$ cat src/rtl/block1_pool_collector.sv
// block1_pool_collector
//   Collects 8-channel pooled pixels into a first-word-fall-through FIFO and
//   flags the end of each pooled frame once every buffered pixel has left.
//
// Ports
//   clk, resetn               : clock (rising edge), async active-low reset
//   valid_in, data_in_0..7    : pooled pixel in; no upstream backpressure,
//                               pixels arriving into a full FIFO are dropped
//   ready_in                  : downstream accepts the current head pixel
//   valid_out, data_out_0..7  : FIFO head (valid_out = FIFO not empty)
//   frame_done                : one-cycle pulse after a whole frame drained
//   overflow, level           : only with POOL_COLLECTOR_STATUS_EN defined;
//                               sticky drop flag and current occupancy
//
// Optional feature macro: POOL_COLLECTOR_STATUS_EN
module block1_pool_collector #(
  parameter int DATA_WIDTH = 32,
  parameter int WIDTH      = 56,
  parameter int HEIGHT     = 56,
  parameter int DEPTH      = 16
) (
  input  logic                  clk,
  input  logic                  resetn,
  input  logic                  valid_in,
  input  logic [DATA_WIDTH-1:0] data_in_0,
  input  logic [DATA_WIDTH-1:0] data_in_1,
  input  logic [DATA_WIDTH-1:0] data_in_2,
  input  logic [DATA_WIDTH-1:0] data_in_3,
  input  logic [DATA_WIDTH-1:0] data_in_4,
  input  logic [DATA_WIDTH-1:0] data_in_5,
  input  logic [DATA_WIDTH-1:0] data_in_6,
  input  logic [DATA_WIDTH-1:0] data_in_7,
  input  logic                  ready_in,
  output logic                  valid_out,
  output logic [DATA_WIDTH-1:0] data_out_0,
  output logic [DATA_WIDTH-1:0] data_out_1,
  output logic [DATA_WIDTH-1:0] data_out_2,
  output logic [DATA_WIDTH-1:0] data_out_3,
  output logic [DATA_WIDTH-1:0] data_out_4,
  output logic [DATA_WIDTH-1:0] data_out_5,
  output logic [DATA_WIDTH-1:0] data_out_6,
  output logic [DATA_WIDTH-1:0] data_out_7,
  output logic                  frame_done
`ifdef POOL_COLLECTOR_STATUS_EN
  ,
  output logic                  overflow,
  output logic [$clog2(DEPTH):0] level
`endif
);

  localparam int AW        = $clog2(DEPTH);
  localparam int CNTW      = AW + 1;
  localparam int FRAME_PIX = (WIDTH / 2) * (HEIGHT / 2);
  localparam int CW        = $clog2(FRAME_PIX + 1);
  localparam int EW        = 8 * DATA_WIDTH;

  localparam logic [CNTW-1:0] FULL_LVL = CNTW'(DEPTH);
  localparam logic [CW-1:0]   LAST_PIX = CW'(FRAME_PIX - 1);

  typedef enum logic [1:0] {
    ST_IDLE,
    ST_RUN,
    ST_DRAIN,
    ST_DONE
  } state_t;

  state_t          r_state;
  state_t          w_next;

  logic [EW-1:0]   r_mem [DEPTH];
  logic [AW-1:0]   r_wr_ptr;
  logic [AW-1:0]   r_rd_ptr;
  logic [CNTW-1:0] r_count;
  logic [CW-1:0]   r_pix_cnt;

  logic            w_full;
  logic            w_empty;
  logic            w_pop;
  logic            w_push;
  logic            w_last_pix;
  logic [EW-1:0]   w_din;
  logic [EW-1:0]   w_head;

  assign w_full  = (r_count == FULL_LVL);
  assign w_empty = (r_count == '0);
  assign w_pop   = ~w_empty & ready_in;
  // A pop on the same edge frees the slot, so a full FIFO still accepts.
  assign w_push  = valid_in & (~w_full | w_pop);

  // Every arriving pixel counts toward the frame, stored or dropped.
  assign w_last_pix = valid_in & (r_pix_cnt == LAST_PIX);

  assign w_din = {data_in_7, data_in_6, data_in_5, data_in_4,
                  data_in_3, data_in_2, data_in_1, data_in_0};

  // ---------------------------------------------------------------- storage
  always_ff @(posedge clk) begin
    if (w_push) begin
      r_mem[r_wr_ptr] <= w_din;
    end
  end

  assign w_head     = r_mem[r_rd_ptr];
  assign valid_out  = ~w_empty;
  assign data_out_0 = w_head[0*DATA_WIDTH +: DATA_WIDTH];
  assign data_out_1 = w_head[1*DATA_WIDTH +: DATA_WIDTH];
  assign data_out_2 = w_head[2*DATA_WIDTH +: DATA_WIDTH];
  assign data_out_3 = w_head[3*DATA_WIDTH +: DATA_WIDTH];
  assign data_out_4 = w_head[4*DATA_WIDTH +: DATA_WIDTH];
  assign data_out_5 = w_head[5*DATA_WIDTH +: DATA_WIDTH];
  assign data_out_6 = w_head[6*DATA_WIDTH +: DATA_WIDTH];
  assign data_out_7 = w_head[7*DATA_WIDTH +: DATA_WIDTH];

  // ------------------------------------------------- pointers and occupancy
  always_ff @(posedge clk or negedge resetn) begin
    if (!resetn) begin
      r_wr_ptr <= '0;
      r_rd_ptr <= '0;
      r_count  <= '0;
    end else begin
      if (w_push) begin
        r_wr_ptr <= r_wr_ptr + AW'(1);
      end
      if (w_pop) begin
        r_rd_ptr <= r_rd_ptr + AW'(1);
      end
      case ({w_push, w_pop})
        2'b10:   r_count <= r_count + CNTW'(1);
        2'b01:   r_count <= r_count - CNTW'(1);
        default: r_count <= r_count;
      endcase
    end
  end

  // ---------------------------------------------------- input pixel counter
  always_ff @(posedge clk or negedge resetn) begin
    if (!resetn) begin
      r_pix_cnt <= '0;
    end else if (valid_in) begin
      if (r_pix_cnt == LAST_PIX) begin
        r_pix_cnt <= '0;
      end else begin
        r_pix_cnt <= r_pix_cnt + CW'(1);
      end
    end
  end

  // -------------------------------------------------------------------- FSM
  always_ff @(posedge clk or negedge resetn) begin
    if (!resetn) begin
      r_state <= ST_IDLE;
    end else begin
      r_state <= w_next;
    end
  end

  always_comb begin
    w_next = r_state;
    case (r_state)
      ST_IDLE: begin
        // A single-pixel frame completes on its first pixel.
        if (valid_in) begin
          w_next = w_last_pix ? ST_DRAIN : ST_RUN;
        end
      end
      ST_RUN: begin
        if (w_last_pix) begin
          w_next = ST_DRAIN;
        end
      end
      ST_DRAIN: begin
        if (w_empty) begin
          w_next = ST_DONE;
        end
      end
      ST_DONE: begin
        w_next = ST_IDLE;
      end
      default: begin
        w_next = ST_IDLE;
      end
    endcase
  end

  always_comb begin
    frame_done = 1'b0;
    if (r_state == ST_DONE) begin
      frame_done = 1'b1;
    end
  end

`ifdef POOL_COLLECTOR_STATUS_EN
  // ---------------------------------------------------------- status ports
  logic r_overflow;

  always_ff @(posedge clk or negedge resetn) begin
    if (!resetn) begin
      r_overflow <= 1'b0;
    end else if (valid_in & w_full & ~w_pop) begin
      r_overflow <= 1'b1;
    end
  end

  assign overflow = r_overflow;
  assign level    = r_count;
`endif

endmodule

$ cat config.mk
export PLATFORM = sky130hd
export DESIGN_NAME = block1_pool_collector
export DESIGN_NICKNAME = d
export VERILOG_FILES = /design/src/rtl/block1_pool_collector.sv
export SDC_FILE = /design/constraint.sdc
export NUM_CORES = 2
export LEC_CHECK = 0
export CAP_MARGIN = 10
export CORE_UTILIZATION = 55
export DETAILED_ROUTE_END_ITERATION = 10
export PLACE_DENSITY = 0.79
export SETUP_SLACK_MARGIN = 0.5
export SLEW_MARGIN = 15
export SYNTH_ARGS = -nofsm -noshare
export SYNTH_HDL_FRONTEND = slang
export SYNTH_SLANG_ARGS = --single-unit
export TNS_END_PERCENT = 50
$ cat constraint.sdc
create_clock -name clk -period 18.88 [get_ports clk]
set_input_delay 3.776 -clock clk [delete_from_list [all_inputs] [get_ports clk]]
set_output_delay 3.776 -clock clk [all_outputs]
set_load 0.02 [all_outputs]
# After elaboration in Yosys (flattened, before gate mapping)
# Memories as Yosys holds them, arrays and structs flattened.
# Index checks and enable logic that the tools add are counted.
[op_classes]
n_eq_ne = 10
addsub = 5
reduce_logical = 4
n_mux = 10
bitwise_logic = 6
[op_table]
columns = ["op", "n"]
rows = [
  ["10-bit by 1-bit adder with 10-bit output (second input constant)", 1],
  ["10-bit equality test (second input constant)", 1],
  ["10-bit 2-to-1 mux", 1],
  ["5-bit one-hot mux with 2 select lines", 1],
  ["4-bit by 1-bit adder with 4-bit output (second input constant)", 2],
  ["2-bit 2-to-1 mux", 4],
  ["2-bit one-hot mux with 4 select lines", 1],
  ["2-bit equality test (second input constant)", 3],
  ["2-bit != test (second input constant)", 3],
  ["5-bit by 1-bit adder with 5-bit output (second input constant)", 1],
  ["5-bit equality test (second input constant)", 1],
  ["5-bit logical NOT", 1],
  ["5-bit by 1-bit subtractor with 5-bit output (second input constant)", 1],
  ["2-bit by 1-bit equality test with 1-bit output (second input constant)", 2],
  ["1-bit bitwise AND", 3],
  ["1-bit 2-to-1 mux", 3],
  ["3-bit AND reduction", 1],
  ["2-bit logical NOT", 1],
  ["1-bit inverter", 2],
  ["2-bit nonzero test", 1],
  ["1-bit OR", 1],
]
[word_totals]
word_cells = 41
ramBits = 4096
input_bits = 260
reg_bits = 25
mem_count = 1
[memory_table]
columns = ["name", "depth", "word_bits", "rd", "rd_ports_with_merged_regs", "write_ports", "line", "source"]
rows = [
  ["r_mem", 16, 256, 1, 0, 1, "70", "logic [EW-1:0] r_mem [DEPTH];"],
]

# Depth between registers and ports, before layout
[logic_depth]
word_depth = 7
depth_mapped = 10

# Worst setup path after synthesis
# Ideal clock, no wire load.
[synth_path]
path_type = "input port to flip-flop"
start = "input port valid_in"
end = "memory r_mem[3][0] in the netlist's numbering, enable pin"
required_time_ns = 17.695
n_path_buf = 1
arrival_time_ns = 22.060
cell_stages = 5
path_slack_ns = -4.365
cell_sequence = "buf_1 -> inv_1 -> a31oi_1 -> nand2_1 -> nor3_1"
[synth_between]
elab_chain_len = 3
[synth_rtl]
columns = ["item", "line", "source"]
rows = [
  ["start, declared", "24", "input logic valid_in,"],
  ["1-bit bitwise AND", "88", "assign w_push = valid_in & (~w_full | w_pop);"],
  ["1-bit 2-to-1 mux", "98", "if (w_push) begin"],
  ["1-bit 2-to-1 mux (implied by the code)", "99", "r_mem[r_wr_ptr] <= w_din;"],
  ["end, declared", "70", ""],
]
# No other way between the ends.

# Worst setup path after layout
[layout_path]
start = "register r_rd_ptr[1]"
end = "output port data_out_2[5]"
[layout_between]
elab_chain_len = 1
[layout_rtl]
columns = ["item", "line", "source"]
rows = [
  ["start, declared", "72", "logic [AW-1:0] r_rd_ptr;"],
  ["start signal, assigned", "125", "r_rd_ptr <= r_rd_ptr + AW'(1);"],
  ["memory 16 x 256 bit", "n/a", ""],
  ["end, declared", "37", "output logic [DATA_WIDTH-1:0] data_out_2,"],
]
# No other way between the ends.

==> reports/summary.md <==
- **register-to-register setup slack** 13.35 ns
- **start point of the worst hold path** r_pix_cnt[7]
- **share of the clock period used by the worst path after layout** 55.7%
- **root buf cell** sky130_fd_sc_hd__clkbuf_16
- **Final ANT Viol Nets** 0
- **RSZ-0062 raised after global routing** false
- **Critical Path Start Type** register
- **post-layout minimum cycle time** 10.52 ns
- **count of placed standard cells including taps** 9895
- **number of buffers created by CTS** 394
- **DRC marker count from the first detailed-route iteration** 9510
- **number of global-route vias before repair** 73.9k
- **cells after synthesis** 5819
- **synthesized area** 155000 um2
- **violations in the final reports** design-rule violations
- **Least-Margin Pin Slew** 1.10 ns
- **top post-synthesis cells by area** sky130_fd_sc_hd__edfxtp_1 80%, sky130_fd_sc_hd__mux4_2 19%, sky130_fd_sc_hd__dfrtp_1 0.40%
- **sequential share of the synthesized area** 79.9%
- **DR WL/cell** 35.7 um
- **number of vias per cell after detailed routing** 6.69
- **initial core utilization** 55.4%
- **reg-to-reg critical path startpoint** r_count[0]
- **CP Class** reg -> out
- **instance count along the most critical hold path** 1
- **setup bufs post-CTS** 0
- **largest net degree at the start of global routing** 153
- **peak per-stage delay on the critical path** 0.94 ns
- **syn avg cell area** 26.6 um2
- **final std cells w/o fill** 10.7k
- **peak supply drop** 0.146 mV
- **weighted congestion reported at the end of routability-driven placement** 0.761
- **slowest cell on the critical path** sky130_fd_sc_hd__buf_4
- **Multi-input gate area** 29800 um2
- **core box area** 279000 um2
- **final worst clock skew** 0.0612 ns
- **number of nets in the finished design** 6842
- **number of antenna violations at the first check in global routing** 72
- **top cell type by total area after synthesis** sky130_fd_sc_hd__edfxtp_1
- **CP most frequent cell** sky130_fd_sc_hd__buf_4
- **share of post-route cells with drive strength above 1** 28.9%
- **largest driver fanout on the critical path** 152
- **crit path cell chain** buf_12 > buf_4 > buf_4 > buf_4 > mux4_2 > mux4_2 > clkdlybuf4s50_1
- **number of buffers on the longest clock path** 4
- **gr ovfl total** 0
- **total power per unit cell area** 159 nW/um2
- **iteration count of the initial detailed-routing pass** 9
- **depth of the worst register-to-register path** 8
- **Slew HR** 26.5%
- **total number of yosys warnings** 0
- **# hold bufs at CTS** 0
- **endpoint required time on the critical path** 15.10 ns
- **final slew viol count** 0
- **later-pin clock latency in the skew report** 0.96 ns
- **layout filler cell count** 16.8k
- **I/O Buffers** 517
- **run status** finished, violations left
- **Cell variety after synth** 34
- **post_cts resized** 0
- **detailed-route wire length** 380000 um
- **signal arrival time at the worst endpoint** 6.74 ns
- **Detail Placement HPWL** 178000 um
- **type of destination of the critical path** output pin
- **worst hold path type** reg -> reg
- **num ports** 518
- **die outline height** 532 um
- **sum of internal, switching and leakage power** 28.1 mW
- **top achievable clock speed** 95.1 MHz
- **footprint of the flip-flops and latches** 124000 um2
- **Clock Pin Slew Worst Setup and Hold Paths** 0.06 ns
- **CTS sink count** 4121
- **drt drc** 60
- **GRT Overall Usage** 26.9%
- **max-cap violations** 0
- **die area** 283000 um2
- **Lkg Pwr** 54.8 nW
- **level count of the clock H-tree** 5
- **final hold violation count** 0
- **Synth Net Count** 6094
- **synth-to-layout area growth** 14.7%
- **worst setup path startpoint** r_rd_ptr[1]
- **final setup violation count** 0
- **total via count in the routed design** 71.3k
- **Synth top area share** 79.5%
- **count of state elements after synthesis** 4121
- **clock tree from TritonCTS** built
- **site row count** 194
- **global-route wire length before repair** 542000 um
- **horizontal die dimension** 532 um
## cell usage after synthesis (all sizes together)
cell and number:
nand3 9, dfrtp 25, edfxtp 4096, o221ai 1, inv 13, mux4 1280
fa 1, o32a 1, a21oi 5, buf 137, o211ai 1, a21o 4
nand2b 2, mux2 4, nand2 13, nand4 5, a31oi 1, a221o 1
ha 14, mux2i 4, clkbuf 152, nor4 2, nor2 18, nand4b 1
and3 2, o21ai 7, xor2 3, xnor2 11, nor2b 1, nor3 5
## layer usage
layer | vias up | GRT usage [%] | wire, um
li1 | 27200 | - | -
met1 | 38300 | 34.8 | 134000
met2 | 4867 | 44.9 | 194000
met3 | 811 | 5.23 | 36000
met4 | 46 | 11.7 | 16800
met5 | - | 0 | 301
## cells in the final DEF (no fill, tap or decap), types with 24 or more instances in the layout
master | Yosys | layout
sky130_fd_sc_hd__bufinv_16 | 0 | 37
sky130_fd_sc_hd__clkbuf_16 | 0 | 395
sky130_fd_sc_hd__clkinv_2 | 0 | 71
sky130_fd_sc_hd__buf_4 | 0 | 100
sky130_fd_sc_hd__buf_12 | 0 | 24
sky130_fd_sc_hd__clkdlybuf4s50_1 | 0 | 517
sky130_fd_sc_hd__mux4_2 | 1280 | 1280
sky130_fd_sc_hd__clkbuf_1 | 152 | 82
sky130_fd_sc_hd__diode_2 | 0 | 46
sky130_fd_sc_hd__clkinv_1 | 0 | 70
sky130_fd_sc_hd__edfxtp_1 | 4096 | 4096
## stage by stage
step | setup TNS [ns] | worst slack (ns) | cell area (um2) | hold WS [ns] | utilization (%)
floorplan | -2208.41 | -4.31 | 155000 | 0.459 | -
finish | 0 | 8.36 | 177000 | 0.525 | 63.5
global route | 0 | 8.19 | 177000 | 0.567 | 63.5
CTS | 0 | 8.36 | 177000 | 0.526 | 63.5
global placement | 0 | 9.05 | 165000 | 0.480 | 58.9
detailed placement | 0 | 9.09 | 165000 | 0.513 | 58.9
## final cells by class
type                    count  area share, %
diodes                     46         0.0649
inverters                  13         0.0275
flip-flops and latches   4121           69.7
repair buffers            641           3.61
multi-input cells        1396           16.8
well taps                3724           2.63
clock inverters           236           1.46
clock buffers             477           5.74
## logic make-up after synthesis
| logic type | Yosys count | synth area share [%] |
|---|---|---|
| simple gates | 58 | 0.179 |
| buf+inv | 302 | 0.891 |
| fa+ha+maj | 15 | 0.126 |
| compound gates | 21 | 0.0882 |
| flops | 4121 | 79.9 |
| xor+xnor | 14 | 0.0793 |
| mux | 1288 | 18.7 |
## critical path, delay by kind of cell (launching register included)
family	cells	cell delay, ns
buffers and inverters	5	3.78
DFF	1	0.74
muxes	2	0.94
## worst paths after layout
check | end
setup reg to reg | r_mem[1][199]
min in group asynchronous | r_rd_ptr[3]
hold / removal | r_pix_cnt[7]
max in group asynchronous | r_rd_ptr[0]
setup / recovery | data_out_2[5]
hold reg to reg | r_pix_cnt[7]
## where the power goes
part | switching, mW | internal, mW
Combinational | 4.79 | 4.15
Sequential | 0.325 | 11.0
Clock | 3.46 | 4.39
Total | 8.57 | 19.6
## sequential cells by signal, indices dropped and copies added (netlist names)
name	flops
r_state	2
r_rd_ptr	4
r_pix_cnt	10
r_wr_ptr	4
r_count	5
r_mem	4096
Note: power is estimated with default switching activity, not from simulation.
